$ cat src/rtl/emu_pkg.sv
// Shared definitions for the Thumb-subset emulator core.
//
// Contents:
//   seq_state_t  - fetch/execute sequencer state encoding
//   constants    - word/halfword sizes, halt SVC number, default address width
//   word_addr_t  - word address into the 32-bit memory
//   pick_half    - selects the 16-bit instruction half of a memory word
package emu_pkg;

  localparam int         EMU_ADDR_W = 10;
  localparam int         WORD_BYTES = 4;
  localparam int         HALF_BYTES = 2;
  localparam logic [7:0] SVC_HALT   = 8'd100;

  typedef logic [EMU_ADDR_W-1:0] word_addr_t;

  typedef enum logic [2:0] {
    S_IDLE,
    S_FETCH,
    S_FWAIT,
    S_ISSUE,
    S_EXEC,
    S_DWAIT,
    S_HALT,
    S_FAULT
  } seq_state_t;

  // Thumb instructions are little-endian halfwords: byte address bit 1 picks
  // the upper half of the word.
  function automatic logic [15:0] pick_half(input logic [31:0] word, input logic upper);
    return upper ? word[31:16] : word[15:0];
  endfunction

endpackage

$ cat src/rtl/emu_fetch_buffer.sv
// Single-entry instruction word buffer for the fetch sequencer.
//
// Ports:
//   clock, reset       - clock and synchronous active-high reset
//   i_lookup_tag       - word address of the current PC
//   o_hit, o_data      - buffer holds that word / its contents
//   i_fill*            - load a freshly fetched word and its tag
//   i_snoop_wr/_tag    - completed store; drops the entry if it hits the tag
module emu_fetch_buffer #(
  parameter int ADDR_W = 10
) (
  input  logic              clock,
  input  logic              reset,
  input  logic [ADDR_W-1:0] i_lookup_tag,
  output logic              o_hit,
  output logic [31:0]       o_data,
  input  logic              i_fill,
  input  logic [ADDR_W-1:0] i_fill_tag,
  input  logic [31:0]       i_fill_data,
  input  logic              i_snoop_wr,
  input  logic [ADDR_W-1:0] i_snoop_tag
);

  logic              r_valid;
  logic [ADDR_W-1:0] r_tag;
  logic [31:0]       r_data;

  assign o_hit  = r_valid && (r_tag == i_lookup_tag);
  assign o_data = r_data;

  // A store into the buffered word must force a refetch so self-modifying
  // code sees its own writes.
  always_ff @(posedge clock) begin
    if (reset) begin
      r_valid <= 1'b0;
      r_tag   <= '0;
      r_data  <= '0;
    end else if (i_fill) begin
      r_valid <= 1'b1;
      r_tag   <= i_fill_tag;
      r_data  <= i_fill_data;
    end else if (i_snoop_wr && (i_snoop_tag == r_tag)) begin
      r_valid <= 1'b0;
    end
  end

endmodule

$ cat src/rtl/emu_fetch_sequencer.sv
// Fetch/execute sequencer: owns the PC and the single word memory port,
// sharing it between instruction fetch and execute-unit loads/stores.
//
// Ports:
//   clock, reset                    - clock, synchronous active-high reset
//   run                             - start execution from IDLE
//   mem_addr/rd/wr/wdata/rdata/ready- word memory port
//   instr, instr_valid, pc          - instruction presented to decode
//   exec_done/branch/target/halt    - execute unit retire interface
//   dreq, dwe, daddr, dwdata        - execute unit data access request
//   drdata, dack                    - data access completion
//   halted, fault, retired          - status
module emu_fetch_sequencer
  import emu_pkg::*;
#(
  parameter int          ADDR_W   = EMU_ADDR_W,
  parameter logic [31:0] RESET_PC = 32'h0000_0000
) (
  input  logic              clock,
  input  logic              reset,
  input  logic              run,
  output logic [ADDR_W-1:0] mem_addr,
  output logic              mem_rd,
  output logic              mem_wr,
  output logic [31:0]       mem_wdata,
  input  logic [31:0]       mem_rdata,
  input  logic              mem_ready,
  output logic [15:0]       instr,
  output logic              instr_valid,
  output logic [31:0]       pc,
  input  logic              exec_done,
  input  logic              exec_branch,
  input  logic [31:0]       exec_target,
  input  logic              exec_halt,
  input  logic              dreq,
  input  logic              dwe,
  input  logic [31:0]       daddr,
  input  logic [31:0]       dwdata,
  output logic [31:0]       drdata,
  output logic              dack,
  output logic              halted,
  output logic              fault,
  output logic [31:0]       retired
);

  localparam int OFS_W = $clog2(WORD_BYTES);

  seq_state_t        r_state;
  logic [31:0]       r_pc;
  logic [31:0]       r_retired;
  logic [31:0]       r_mem_wdata;
  logic [31:0]       r_drdata;
  logic [ADDR_W-1:0] r_mem_addr;
  logic              r_mem_rd;
  logic              r_mem_wr;
  logic [15:0]       r_instr;
  logic              r_instr_valid;
  logic              r_dack;
  logic              r_halted;
  logic              r_fault;

  logic [ADDR_W-1:0] w_pc_word;
  logic              w_pc_bad;
  logic              w_daddr_bad;
  logic              w_hit;
  logic [31:0]       w_buf_data;
  logic              w_fill;
  logic              w_snoop;

  // Instruction fetches must be halfword aligned and data accesses word
  // aligned; anything above the implemented memory is a fault.
  assign w_pc_word   = r_pc[ADDR_W+OFS_W-1:OFS_W];
  assign w_pc_bad    = (r_pc[31:ADDR_W+OFS_W] != '0) || r_pc[0];
  assign w_daddr_bad = (daddr[OFS_W-1:0] != '0) || (daddr[31:ADDR_W+OFS_W] != '0);
  assign w_fill      = (r_state == S_FWAIT) && mem_ready;
  assign w_snoop     = (r_state == S_DWAIT) && mem_ready && r_mem_wr;

  emu_fetch_buffer #(.ADDR_W(ADDR_W)) u_buffer (
    .clock        (clock),
    .reset        (reset),
    .i_lookup_tag (w_pc_word),
    .o_hit        (w_hit),
    .o_data       (w_buf_data),
    .i_fill       (w_fill),
    .i_fill_tag   (r_mem_addr),
    .i_fill_data  (mem_rdata),
    .i_snoop_wr   (w_snoop),
    .i_snoop_tag  (r_mem_addr)
  );

  // Sequencer FSM. instr_valid and dack are set on the transition into the
  // cycle where they are meant to be seen, so they stay single-cycle pulses.
  always_ff @(posedge clock) begin
    if (reset) begin
      r_state       <= S_IDLE;
      r_pc          <= RESET_PC;
      r_retired     <= '0;
      r_mem_addr    <= '0;
      r_mem_rd      <= 1'b0;
      r_mem_wr      <= 1'b0;
      r_mem_wdata   <= '0;
      r_drdata      <= '0;
      r_instr       <= '0;
      r_instr_valid <= 1'b0;
      r_dack        <= 1'b0;
      r_halted      <= 1'b0;
      r_fault       <= 1'b0;
    end else begin
      r_instr_valid <= 1'b0;
      r_dack        <= 1'b0;
      case (r_state)
        S_IDLE: begin
          if (run) r_state <= S_FETCH;
        end
        S_FETCH: begin
          if (w_pc_bad) begin
            r_state  <= S_FAULT;
            r_fault  <= 1'b1;
            r_halted <= 1'b1;
          end else if (w_hit) begin
            r_instr       <= pick_half(w_buf_data, r_pc[1]);
            r_instr_valid <= 1'b1;
            r_state       <= S_ISSUE;
          end else begin
            r_mem_rd   <= 1'b1;
            r_mem_addr <= w_pc_word;
            r_state    <= S_FWAIT;
          end
        end
        S_FWAIT: begin
          if (mem_ready) begin
            r_mem_rd      <= 1'b0;
            r_instr       <= pick_half(mem_rdata, r_pc[1]);
            r_instr_valid <= 1'b1;
            r_state       <= S_ISSUE;
          end
        end
        S_ISSUE: begin
          r_state <= S_EXEC;
        end
        S_EXEC: begin
          // A pending data access is served before the instruction may retire.
          if (dreq) begin
            if (w_daddr_bad) begin
              r_state  <= S_FAULT;
              r_fault  <= 1'b1;
              r_halted <= 1'b1;
            end else begin
              r_mem_rd    <= ~dwe;
              r_mem_wr    <= dwe;
              r_mem_addr  <= daddr[ADDR_W+OFS_W-1:OFS_W];
              r_mem_wdata <= dwdata;
              r_state     <= S_DWAIT;
            end
          end else if (exec_done) begin
            r_retired <= r_retired + 32'd1;
            if (exec_halt) begin
              r_state  <= S_HALT;
              r_halted <= 1'b1;
            end else begin
              r_pc    <= exec_branch ? (exec_target & ~32'd1) : (r_pc + 32'(HALF_BYTES));
              r_state <= S_FETCH;
            end
          end
        end
        S_DWAIT: begin
          if (mem_ready) begin
            r_mem_rd <= 1'b0;
            r_mem_wr <= 1'b0;
            r_dack   <= 1'b1;
            r_drdata <= r_mem_wr ? 32'd0 : mem_rdata;
            r_state  <= S_EXEC;
          end
        end
        S_HALT, S_FAULT: begin
        end
        default: begin
          r_state <= S_IDLE;
        end
      endcase
    end
  end

  assign mem_addr    = r_mem_addr;
  assign mem_rd      = r_mem_rd;
  assign mem_wr      = r_mem_wr;
  assign mem_wdata   = r_mem_wdata;
  assign instr       = r_instr;
  assign instr_valid = r_instr_valid;
  assign pc          = r_pc;
  assign drdata      = r_drdata;
  assign dack        = r_dack;
  assign halted      = r_halted;
  assign fault       = r_fault;
  assign retired     = r_retired;

endmodule

$ cat config.mk
export PLATFORM = sky130hd
export DESIGN_NAME = emu_fetch_sequencer
export DESIGN_NICKNAME = d
export VERILOG_FILES = /design/src/rtl/emu_pkg.sv /design/src/rtl/emu_fetch_buffer.sv /design/src/rtl/emu_fetch_sequencer.sv
export SDC_FILE = /design/constraint.sdc
export NUM_CORES = 1
export LEC_CHECK = 0
export CELL_PAD_IN_SITES_DETAIL_PLACEMENT = 1
export CELL_PAD_IN_SITES_GLOBAL_PLACEMENT = 2
export CORE_AREA = 4 4 263 136
export DETAILED_ROUTE_END_ITERATION = 10
export DIE_AREA = 0 0 267 140
export PLACE_DENSITY = 0.92
export SLEW_MARGIN = 20
export SYNTH_ARGS = -nofsm -noshare
export SYNTH_HDL_FRONTEND = slang
export SYNTH_SLANG_ARGS = --single-unit
$ cat constraint.sdc
create_clock -name clock -period 4.89 [get_ports clock]
set_input_delay 1.2225 -clock clock [delete_from_list [all_inputs] [get_ports clock]]
set_output_delay 1.2225 -clock clock [all_outputs]
set_load 0.03 [all_outputs]
## Word level (Yosys, flattened, before mapping)

Index checks and enable logic that the tools add are counted.

| operators by class | value |
|---|---|
| $add $sub $neg | 2 |
| equality and inequality tests | 21 |
| muxes and demuxes | 46 |
| bitwise logic cells | 5 |
| reductions and logical operators | 30 |

Operators with widths:

| cell | number |
|---|---|
| $mux 16 | 5 |
| $mux 32 | 2 |
| $mux 10 | 4 |
| $reduce_bool 20->1 | 2 |
| $add 32x1->32 const B | 1 |
| $add 32x2->32 const B | 1 |
| $pmux 16 s2 | 1 |
| $mux 3 | 7 |
| $eq 10x10->1 | 2 |
| $pmux 10 s2 | 1 |
| $mux 1 | 19 |
| $ne 2x2->1 const B | 9 |
| $pmux 3 s6 | 1 |
| $reduce_and 4->1 | 4 |
| $reduce_and 5->1 | 3 |
| $reduce_bool 2->1 | 5 |
| $ne 3x3->1 const B | 3 |
| $pmux 1 s2 | 4 |
| $eq 3x2->1 const B | 2 |
| $eq 3x3->1 const B | 2 |
| $reduce_and 3->1 | 2 |
| $reduce_and 6->1 | 1 |
| $reduce_bool 6->1 | 1 |
| $logic_and 1x1->1 | 5 |
| other kinds (10) | 17 |

| word-level totals | value |
|---|---|
| register bits | 206 |
| bits of input ports | 137 |
| output and inout port bits | 160 |

## Longest topological paths before layout

Gate-level depths: netlist of run 1.

| depth | value |
|---|---|
| depth after elaboration | 6 |
| mapped depth | 9 |
| mapped depth without buffers | 6 |

## Hierarchy

Synthesis of run 1 repeated with hierarchy kept, for this count alone.

| second synthesis, totals | value |
|---|---|
| cell total of the unflattened synthesis | 1,037 |
| area, all modules | 9,399.0 um^2 |

Modules (own cells, without submodules):

| module | instances | cells an instance | area an instance (um^2) | seq. area each (um^2) |
|---|---|---|---|---|
| emu_fetch_sequencer | 1 | 870 | 7,634.8 | 3,243.1 |
| emu_fetch_buffer | 1 | 167 | 1,764.2 | 860.8 |

## Least setup slack after synthesis of run 1

OpenSTA, ideal clock, no wires.

| path | value |
|---|---|
| path type | input to register |
| from | input port dreq |
| to | register r_pc[31] (netlist: pc[31]) |
| setup time | 0.057 ns |
| arrival time | 2.792 ns |
| path slack | 2.041 ns |
| stages on the path | 7 |
| buffers on the path | 2 |
| path through | clkbuf_1 nand2b_1 or3_1 buf_2 or3_1 a311oi_1 o21ba_2 |

| on the way | value |
|---|---|
| cells in the longest elaborated chain, start to end | 2 |

Ends and longest elaborated chain:

| element | RTL line | text |
|---|---|---|
| from (decl) | emu_fetch_sequencer.sv:35 | `input logic dreq,` |
| $not 1->1 (no line) | -- |  |
| $reduce_and 4->1 (no line) | -- |  |
| to (signal assigned) | emu_fetch_sequencer.sv:161 | `r_pc <= exec_branch ? (exec_target & ~32'd1) : (r_pc + 32'(HALF_BYTES));` |
| to (decl) | emu_fetch_sequencer.sv:49 | `logic [31:0] r_pc;` |

Every way passes these cells.
A chain may end at the register's enable or synchronous reset.

## Worst setup path after layout of run 1

| path | value |
|---|---|
| from | input port daddr[16] |
| to | register r_mem_addr[1] (netlist: mem_addr[1]) |

| on the way | value |
|---|---|
| cells in the longest elaborated chain, start to end | 4 |

Ends and longest elaborated chain:

| element | RTL line | text |
|---|---|---|
| from (decl) | emu_fetch_sequencer.sv:37 | `input logic [31:0] daddr,` |
| $reduce_bool 20->1 | emu_fetch_sequencer.sv:74 | `assign w_daddr_bad = (daddr[OFS_W-1:0] != '0) \|\| (daddr[31:ADDR_W+OFS_W] != '0);` |
| $logic_or 1x1->1 | emu_fetch_sequencer.sv:74 |  |
| $ne 2x2->1 (no line) | -- |  |
| $reduce_and 5->1 (no line) | -- |  |
| to (signal assigned) | emu_fetch_sequencer.sv:126 | `r_mem_addr <= w_pc_word;` |
| to (signal assigned) | emu_fetch_sequencer.sv:151 | `r_mem_addr <= daddr[ADDR_W+OFS_W-1:OFS_W];` |
| to (decl) | emu_fetch_sequencer.sv:53 | `logic [ADDR_W-1:0] r_mem_addr;` |

Every way passes these cells.

==> results of run 1 <==
-- cell usage in the layout, fill, tap and decap left out, types with 6 or more instances in the layout --
cell type and n:
and4_1 9, nor2b_1 17, buf_4 17, xnor2_1 25
nand3_1 33, clkbuf_16 23, nor2_1 73, or4_1 9
o21ai_0 39, nand2b_1 37, a31oi_1 12, clkinv_2 7
xor2_1 10, nand2_1 160, nand4_1 28, and2_1 8
nor3_1 9, nor4_1 17, a21oi_1 101, mux2i_1 53
mux4_2 16, dfxtp_1 205, inv_1 8, a211oi_1 6
and3_1 13, clkdlybuf4s50_1 292, mux2_2 13, a22o_1 35
or3_1 16, o31ai_1 12
-- registers in the layout (all words and copies together) (netlist names) --
register          cells
drdata               32
mem_wdata            32
retired              32
u_buffer.o_data      32
pc                   31
instr                16
mem_addr             10
u_buffer.r_tag       10
r_state               3
dack                  1
fault                 1
halted                1
instr_valid           1
mem_rd                1
mem_wr                1
u_buffer.r_valid      1
-- critical path, cell delays in order --
cell and delay (ps):
clkdlybuf4s50_1 410, nor4_1 450, nand2_1 230, o31ai_1 290, buf_4 190, o2111ai_2 420
mux2_2 440
-- Yosys cell counts, drive strengths merged, types with 3 or more instances --
library cell,n
nand2b,37
clkbuf,77
a32o,3
nand2,160
nor3,12
o31ai,12
nor2b,17
a21o,4
nor4,18
o21ba,3
mux2,13
and2,9
nor2,73
buf,13
xor2,10
xnor2,25
nor3b,4
nand4,28
a21oi,101
mux2i,53
o22ai,4
and4,9
mux4,16
o21ai,41
and3,13
or3,16
a211oi,6
inv,8
a31oi,13
a22o,35
nand3,33
dfxtp,205
or4,9
o41ai,3
-- cells by family (layout without fill, tap and decap cells) --
| group | count (synthesis) | after routing |
|---|---|---|
| AND/OR/NAND/NOR | 446 | 446 |
| buffers and inverters | 98 | 361 |
| AO/OA/AOI/OAI | 241 | 241 |
| XOR/XNOR | 35 | 35 |
| other | 1 | 3 |
| flip-flops | 205 | 205 |
| multiplexers | 82 | 82 |
| adder cells (fa/ha/maj) | 2 | 2 |
-- routing by layer --
| metal | part of all wire, % | track usage [%] | wire, microns |
|---|---|---|---|
| met5 | 0 | 0 | 0 |
| met4 | 2.3 | 4.28 | 859 |
| met3 | 6.3 | 4.23 | 2330 |
| met2 | 42 | 27.9 | 15400 |
| met1 | 50 | 27.8 | 18200 |
-- worst paths after layout --
check | startpoint | endpoint | slack, ps | cells past startpoint
worst max-delay path | daddr[16] | mem_addr[1]$_SDFFE_PP0P_ | 1630 | 7
worst min-delay path | u_buffer.o_data[16]$_SDFFE_PP0P_ | u_buffer.o_data[16]$_SDFFE_PP0P_ | 460 | 2
worst max register to register | r_state[2]$_SDFFE_PP0P_ | retired[26]$_SDFFE_PP0P_ | 1780 | 5
worst min register to register | u_buffer.o_data[16]$_SDFFE_PP0P_ | u_buffer.o_data[16]$_SDFFE_PP0P_ | 460 | 2
-- power by group through the flow --
stage | logic (uW) | registers, uW | clock network (uW)
after floorplan | 445 | 1840 | 0
after CTS | 768 | 1800 | 1850
after global routing | 824 | 1810 | 1930
final | 763 | 1800 | 1790
after global placement | 749 | 1830 | 0
after detailed placement | 764 | 1840 | 0
-- area by class of cell --
type	count	area, sq um
antenna	2	5.00
clock buffer	28	614
clock inverter	12	141
fill	3857	20000
inverter	8	30.0
multi-input combinational	807	5160
sequential	205	4100
tap	450	563
timing repair buffer	313	3110
-- through the flow --
| stage | hold slack, ps | area (sq um) | util, % |
|---|---|---|---|
| floorplan | 433 | 9610 | - |
| detailed placement | 446 | 12900 | 38.4 |
| finish | 455 | 13700 | 40.7 |
| global route | 478 | 13700 | 40.7 |
| global placement | 439 | 12900 | 38.4 |
| CTS | 455 | 13700 | 40.6 |
==> results by group, run 1 <==
Clocking
  • Clk root buf: clkbuf_16
  • Num CTS Buffers: 22
  • Worst-path clk slew: 60 ps
  • Post-CTS sizing: 0
  • CTS Hold Bufs: 0
  • Worst skew pair latency: 530 ps
  • Htree depth: 1
  • Clock buffer depth: 3
  • Post-CTS Setup Repair Bufs: 0
  • CTS sink cnt: 205
  • CTS tree: yes

Run
  • Max Cap Viol: 0

Placed design
  • Dpl cells: 1,782
  • DP HPWL: 26,700 microns
  • Pre-CTS setup slack: 1030 ps
  • Port Buf Inserts: 294
  • Placer's final routability congestion estimate: 0.821

Logic synthesis
  • Synth Area in Adders: 0.260%
  • Top cell type by total area after synthesis: dfxtp_1
  • Syn Area/Cell: 8.66 sq um
  • Number of flops mapped to enable cells by yosys: 0
  • Yosys warns: 0
  • Post-Synthesis Cells: 1,110
  • Synth Area in Compound Gates: 15.9%
  • Main area contributors after synthesis: dfxtp_1, nand2_1, mux2i_1
  • Synth cell types: 62
  • Async SR Flop Fraction: 0%
  • Net count after synthesis: 1,249
  • Largest family of logic cells by synthesized area: simple AND/OR/NAND/NOR gates
  • Post-synthesis sequential area ratio: 42.7%
  • Synthesized flop and latch total: 205
  • Post-Syn Area: 0.00961 sq mm
  • Yosys top cell area share: 42.7%
  • Mux share of post-synthesis cell area: 10.8%
  • Top FF cell, synth: dfxtp_1
  • Xor/xnor share of the synthesized area: 3.19%
  • Post-synthesis simple-gate area fraction: 23.1%

Power
  • Pwr Density: 317 mW/mm^2
  • Int Pwr: 3140 uW
  • Clk pwr share: 41.1%
  • P_leak: 0.00461 uW
  • Combinational power share: 17.5%
  • Part of the power in registers: 41.3%
  • Peak supply drop: 0.165 mV
  • Power, Total: 4350 uW
  • NetSw: 1210 uW
  • Sw Share: 27.9%

Routing
  • Post-route ant nets: 0
  • Vias: 9,398
  • Remaining DRCs: 0
  • Via density: 5.15
  • Starting DRC count in detailed routing: 634
  • 1st-pass router iterations: 5
  • Total wire length: 36,700 microns
  • Drt wl/cell: 20.1 microns

Timing
  • Slew @ Worst Pin: 968 ps
  • Final worst setup slack: 1630 ps
  • Clk_skew: 23.1 ps
  • Final hold viol count: 0
  • Setup violators final: 0
  • Slew Limit Fails: 0
  • Fmax: 0.307 GHz
  • Fin Setup TNS: 0 ps
  • Final Critical Period: 3260 ps
  • Worst slew margin: 35.0%
  • RSZ-0062 raised after global routing: no
  • Period utilization: 66.7%

Cells and area
  • Fin cells: 1,825
  • Final #Nets: 1,496
  • Share of layout cells above drive strength 1: 7.65%
  • Area delta synth->final: 42.9%

Die
  • Initial core utilization: 28.5%
  • Core Box Area: 0.0338 sq mm
  • Top Ports: 297
  • Die width: 267 microns
  • Die area: 0.0374 sq mm
  • Row cnt: 48
  • Die height: 140 microns

Hold path
  • Hold Path Class: flip-flop to flip-flop

Outcome
  • Status: complete, no violations

Critical path
  • CP Max Fanout: 10
  • Data required, critical path: 5300 ps
  • CP Launch Type: primary input
  • Worst Setup Path Type: primary input to flip-flop
  • CP Data Arrival Time: 3670 ps
  • Crit. End Element: flip-flop

Global routing
  • First-pass GRT wire length: 56,400 microns
  • Largest net degree at the start of global routing: 114
  • Gr ovfl total: 0
  • Initial antenna violation count: 2
  • GRT Total Usage: 18.8%
  • Vias in the first global route: 9,445
(Power assumes the default switching activity.)
==> run 2: changes to the inputs <==
CORE_AREA = 4 4 288 149   (was 4 4 263 136)
DIE_AREA = 0 0 292 153   (was 0 0 267 140)
PLACE_DENSITY = 0.82   (was 0.92)
clock period = 2.7 ns   (was 4.89 ns; I/O delays follow)
==> results by group, run 2 (same netlist as run 1, synthesis figures left out) <==
Power
  • Peak supply drop: 0.405 mV (was 0.165 mV)
  • Combinational power share: 18.9% (was 17.5%)
  • Clk pwr share: 40.2% (was 41.1%)
  • Pwr Density: 553 mW/mm^2 (was 317 mW/mm^2)
  • NetSw: 2140 uW (was 1210 uW)
  • Sw Share: 27.4% (was 27.9%)
  • Int Pwr: 5670 uW (was 3140 uW)
  • P_leak: 0.00478 uW (was 0.00461 uW)
  • Power, Total: 7810 uW (was 4350 uW)
  • Part of the power in registers: 40.9% (was 41.3%)

Hold path
  • Hold Crit Endpoint: u_buffer.o_data[11]$_SDFFE_PP0P_ (was u_buffer.o_data[16]$_SDFFE_PP0P_)
  • Hold Path Cell Cnt: 2 (unchanged)
  • Hold Crit Start: u_buffer.o_data[11]$_SDFFE_PP0P_ (was u_buffer.o_data[16]$_SDFFE_PP0P_)
  • Hold Path Class: flip-flop to flip-flop (unchanged)

Routing
  • Via density: 4.81 (was 5.15)
  • Remaining DRCs: 0 (unchanged)
  • Starting DRC count in detailed routing: 401 (was 634)
  • 1st-pass router iterations: 4 (was 5)
  • Vias: 9,366 (was 9,398)
  • Drt wl/cell: 18.9 microns (was 20.1 microns)
  • Total wire length: 36,900 microns (was 36,700 microns)
  • Post-route ant nets: 0 (unchanged)

Critical path
  • Slowest cell on crit path: clkdlybuf4s50_1 (was nor4_1)
  • Buf/Inv on CP: 1 (was 2)
  • Reg2reg path depth: 6 (was 5)
  • Data required, critical path: 2030 ps (was 5300 ps)
  • CP Launch Type: flip-flop (was primary input)
  • Cell family with most CP delay: buffers and inverters (was compound AO/OA/AOI/OAI gates)
  • CP Data Arrival Time: 1870 ps (was 3670 ps)
  • Critical path cell sequence: clkdlybuf4s50_1 (was clkdlybuf4s50_1, nor4_1, nand2_1, o31ai_1, buf_4, o2111ai_2, mux2_2)
  • Max incr delay on CP: 770 ps (was 450 ps)
  • Worst Setup Path Type: flip-flop to output port (was primary input to flip-flop)
  • Crit. End Element: output port (was flip-flop)
  • Worst R2R Setup Slack: 390 ps (was 1780 ps)
  • Worst r2r src: r_state[2]$_SDFFE_PP0P_ (unchanged)
  • CP startpoint: pc[9]$_SDFFE_PP0P_ (was daddr[16])
  • Crit Reg-Reg Endpoint: pc[31]$_SDFFE_PP0P_ (was retired[26]$_SDFFE_PP0P_)
  • CP Max Fanout: 10 (unchanged)

Cells and area
  • Fillers: 4,583 (was 3,857)
  • Design area: 0.0141 sq mm (was 0.0137 sq mm)
  • Area delta synth->final: 47.0% (was 42.9%)
  • Fin cells: 1,948 (was 1,825)
  • Most common cell after layout, fill and taps aside: clkdlybuf4s50_1 (unchanged)
  • Final #Nets: 1,527 (was 1,496)
  • Share of layout cells above drive strength 1: 9.84% (was 7.65%)
  • Most frequent cells in the layout: clkdlybuf4s50_1, dfxtp_1, nand2_1 (unchanged)

Run
  • Max Cap Viol: 0 (unchanged)

Clocking
  • Clk root buf: clkbuf_16 (unchanged)
  • Worst-path clk slew: 60 ps (about the same)
  • Num CTS Buffers: 23 (was 22)
  • Post-CTS Setup Repair Bufs: 0 (unchanged)
  • Htree depth: 1 (unchanged)
  • CTS Hold Bufs: 0 (unchanged)
  • CTS tree: yes (unchanged)
  • CTS sink cnt: 205 (unchanged)
  • Clock buffer depth: 3 (unchanged)
  • Worst skew pair latency: 530 ps (about the same)

Timing
  • Clk_skew: 10.1 ps (was 23.1 ps)
  • Fmax: 0.392 GHz
  • Period utilization: 94.4%
  • Setup violators final: 0 (unchanged)
  • Final Critical Period: 2550 ps
  • Fin Setup TNS: 0 ps (unchanged)
  • Slew @ Worst Pin: 607 ps (was 968 ps)
  • Final hold viol count: 0 (unchanged)
  • RSZ-0062 raised after global routing: no (unchanged)
  • Slew Limit Fails: 0 (unchanged)
  • Worst slew margin: 59.2% (was 35.0%)

Placed design
  • Port Buf Inserts: 294 (unchanged)
  • Placer's final routability congestion estimate: 0.802 (was 0.821)
  • Placed instance area: 0.0134 sq mm (was 0.0129 sq mm)
  • DP HPWL: 27,100 microns (was 26,700 microns)
  • Dpl cells: 1,903 (was 1,782)

Global routing
  • Gr ovfl total: 0 (unchanged)
  • Vias in the first global route: 10.1k (was 9,445)
  • First-pass GRT wire length: 57,900 microns (was 56,400 microns)
  • Initial antenna violation count: 6 (was 2)
  • Largest net degree at the start of global routing: 71 (was 114)
  • GRT Total Usage: 15.8% (was 18.8%)

Die
  • Die height: 153 microns (was 140 microns)
  • Initial core utilization: 23.9% (was 28.5%)
  • Die width: 292 microns (was 267 microns)
  • Core Box Area: 0.0401 sq mm (was 0.0338 sq mm)
  • Row cnt: 52 (was 48)
  • Top Ports: 297 (unchanged)
  • Die area: 0.0447 sq mm (was 0.0374 sq mm)

Outcome
  • Status: complete, no violations (unchanged)
-- run 2: cell count changes in the layout (fill, tap and decap cells not counted), moves of 2 or more --
cell       before  now
buf_4          17   43
clkbuf_8        2    9
buf_12          1    7
bufinv_16       3    0
diode_2         2    5
clkinv_2        7    5
-- run 2: final cells by class --
type	count	area, sq um	area share, %
inverters	8	30.0	0.213
clock buffers	34	707	5.00
multi-input cells	807	5160	36.5
clock inverters	6	45.0	0.319
repair buffers	343	3390	24.0
flip-flops and latches	205	4110	29.1
well taps	540	676	4.78
diodes	5	12.5	0.0885
-- run 2: metal layers --
| layer | global-route usage [%] | share of wire [%] |
|---|---|---|
| met2 | 30.7 | 56 |
| met4 | 4.89 | 2.5 |
| met3 | 2.31 | 2.6 |
| met1 | 17.8 | 39 |
| met5 | 0 | 0.035 |
-- run 2: worst max path at each step --
stage                               end  cells past startpoint
6_report                          pc[9]                      1
5_1_grt                           pc[9]                      1
4_1_cts                           pc[8]                      2
3_5_place_dp   mem_addr[2]$_SDFFE_PP0P_                      8
3_3_place_gp   mem_addr[9]$_SDFFE_PP0P_                      8
2_1_floorplan       pc[29]$_SDFFE_PP0P_                      6
-- run 2: power by group through the flow --
stage          Combinational [uW]  Clock (uW)  Sequential [uW]
2_1_floorplan                 806           0             3330
3_3_place_gp                 1460           0             3260
3_5_place_dp                 1500           0             3260
4_1_cts                      1500        3260             3200
5_1_grt                      1610        3360             3210
6_report                     1470        3140             3200
-- run 2: repair_timing --
action / in CTS / in global routing
endpoints found under the setup margin: 0 / 1
endpoints found under the hold margin: 0 / 0
resized for setup: 0 / 1
-- run 2: stage by stage --
stage          hold WS, ps  worst slack, ps  utilization (%)
2_1_floorplan          433              364                -
5_1_grt                474             86.6             35.2
6_report               455              152             35.2
3_5_place_dp           448             -153             33.3
4_1_cts                457             51.9             35.2
3_3_place_gp           438             -106             33.3
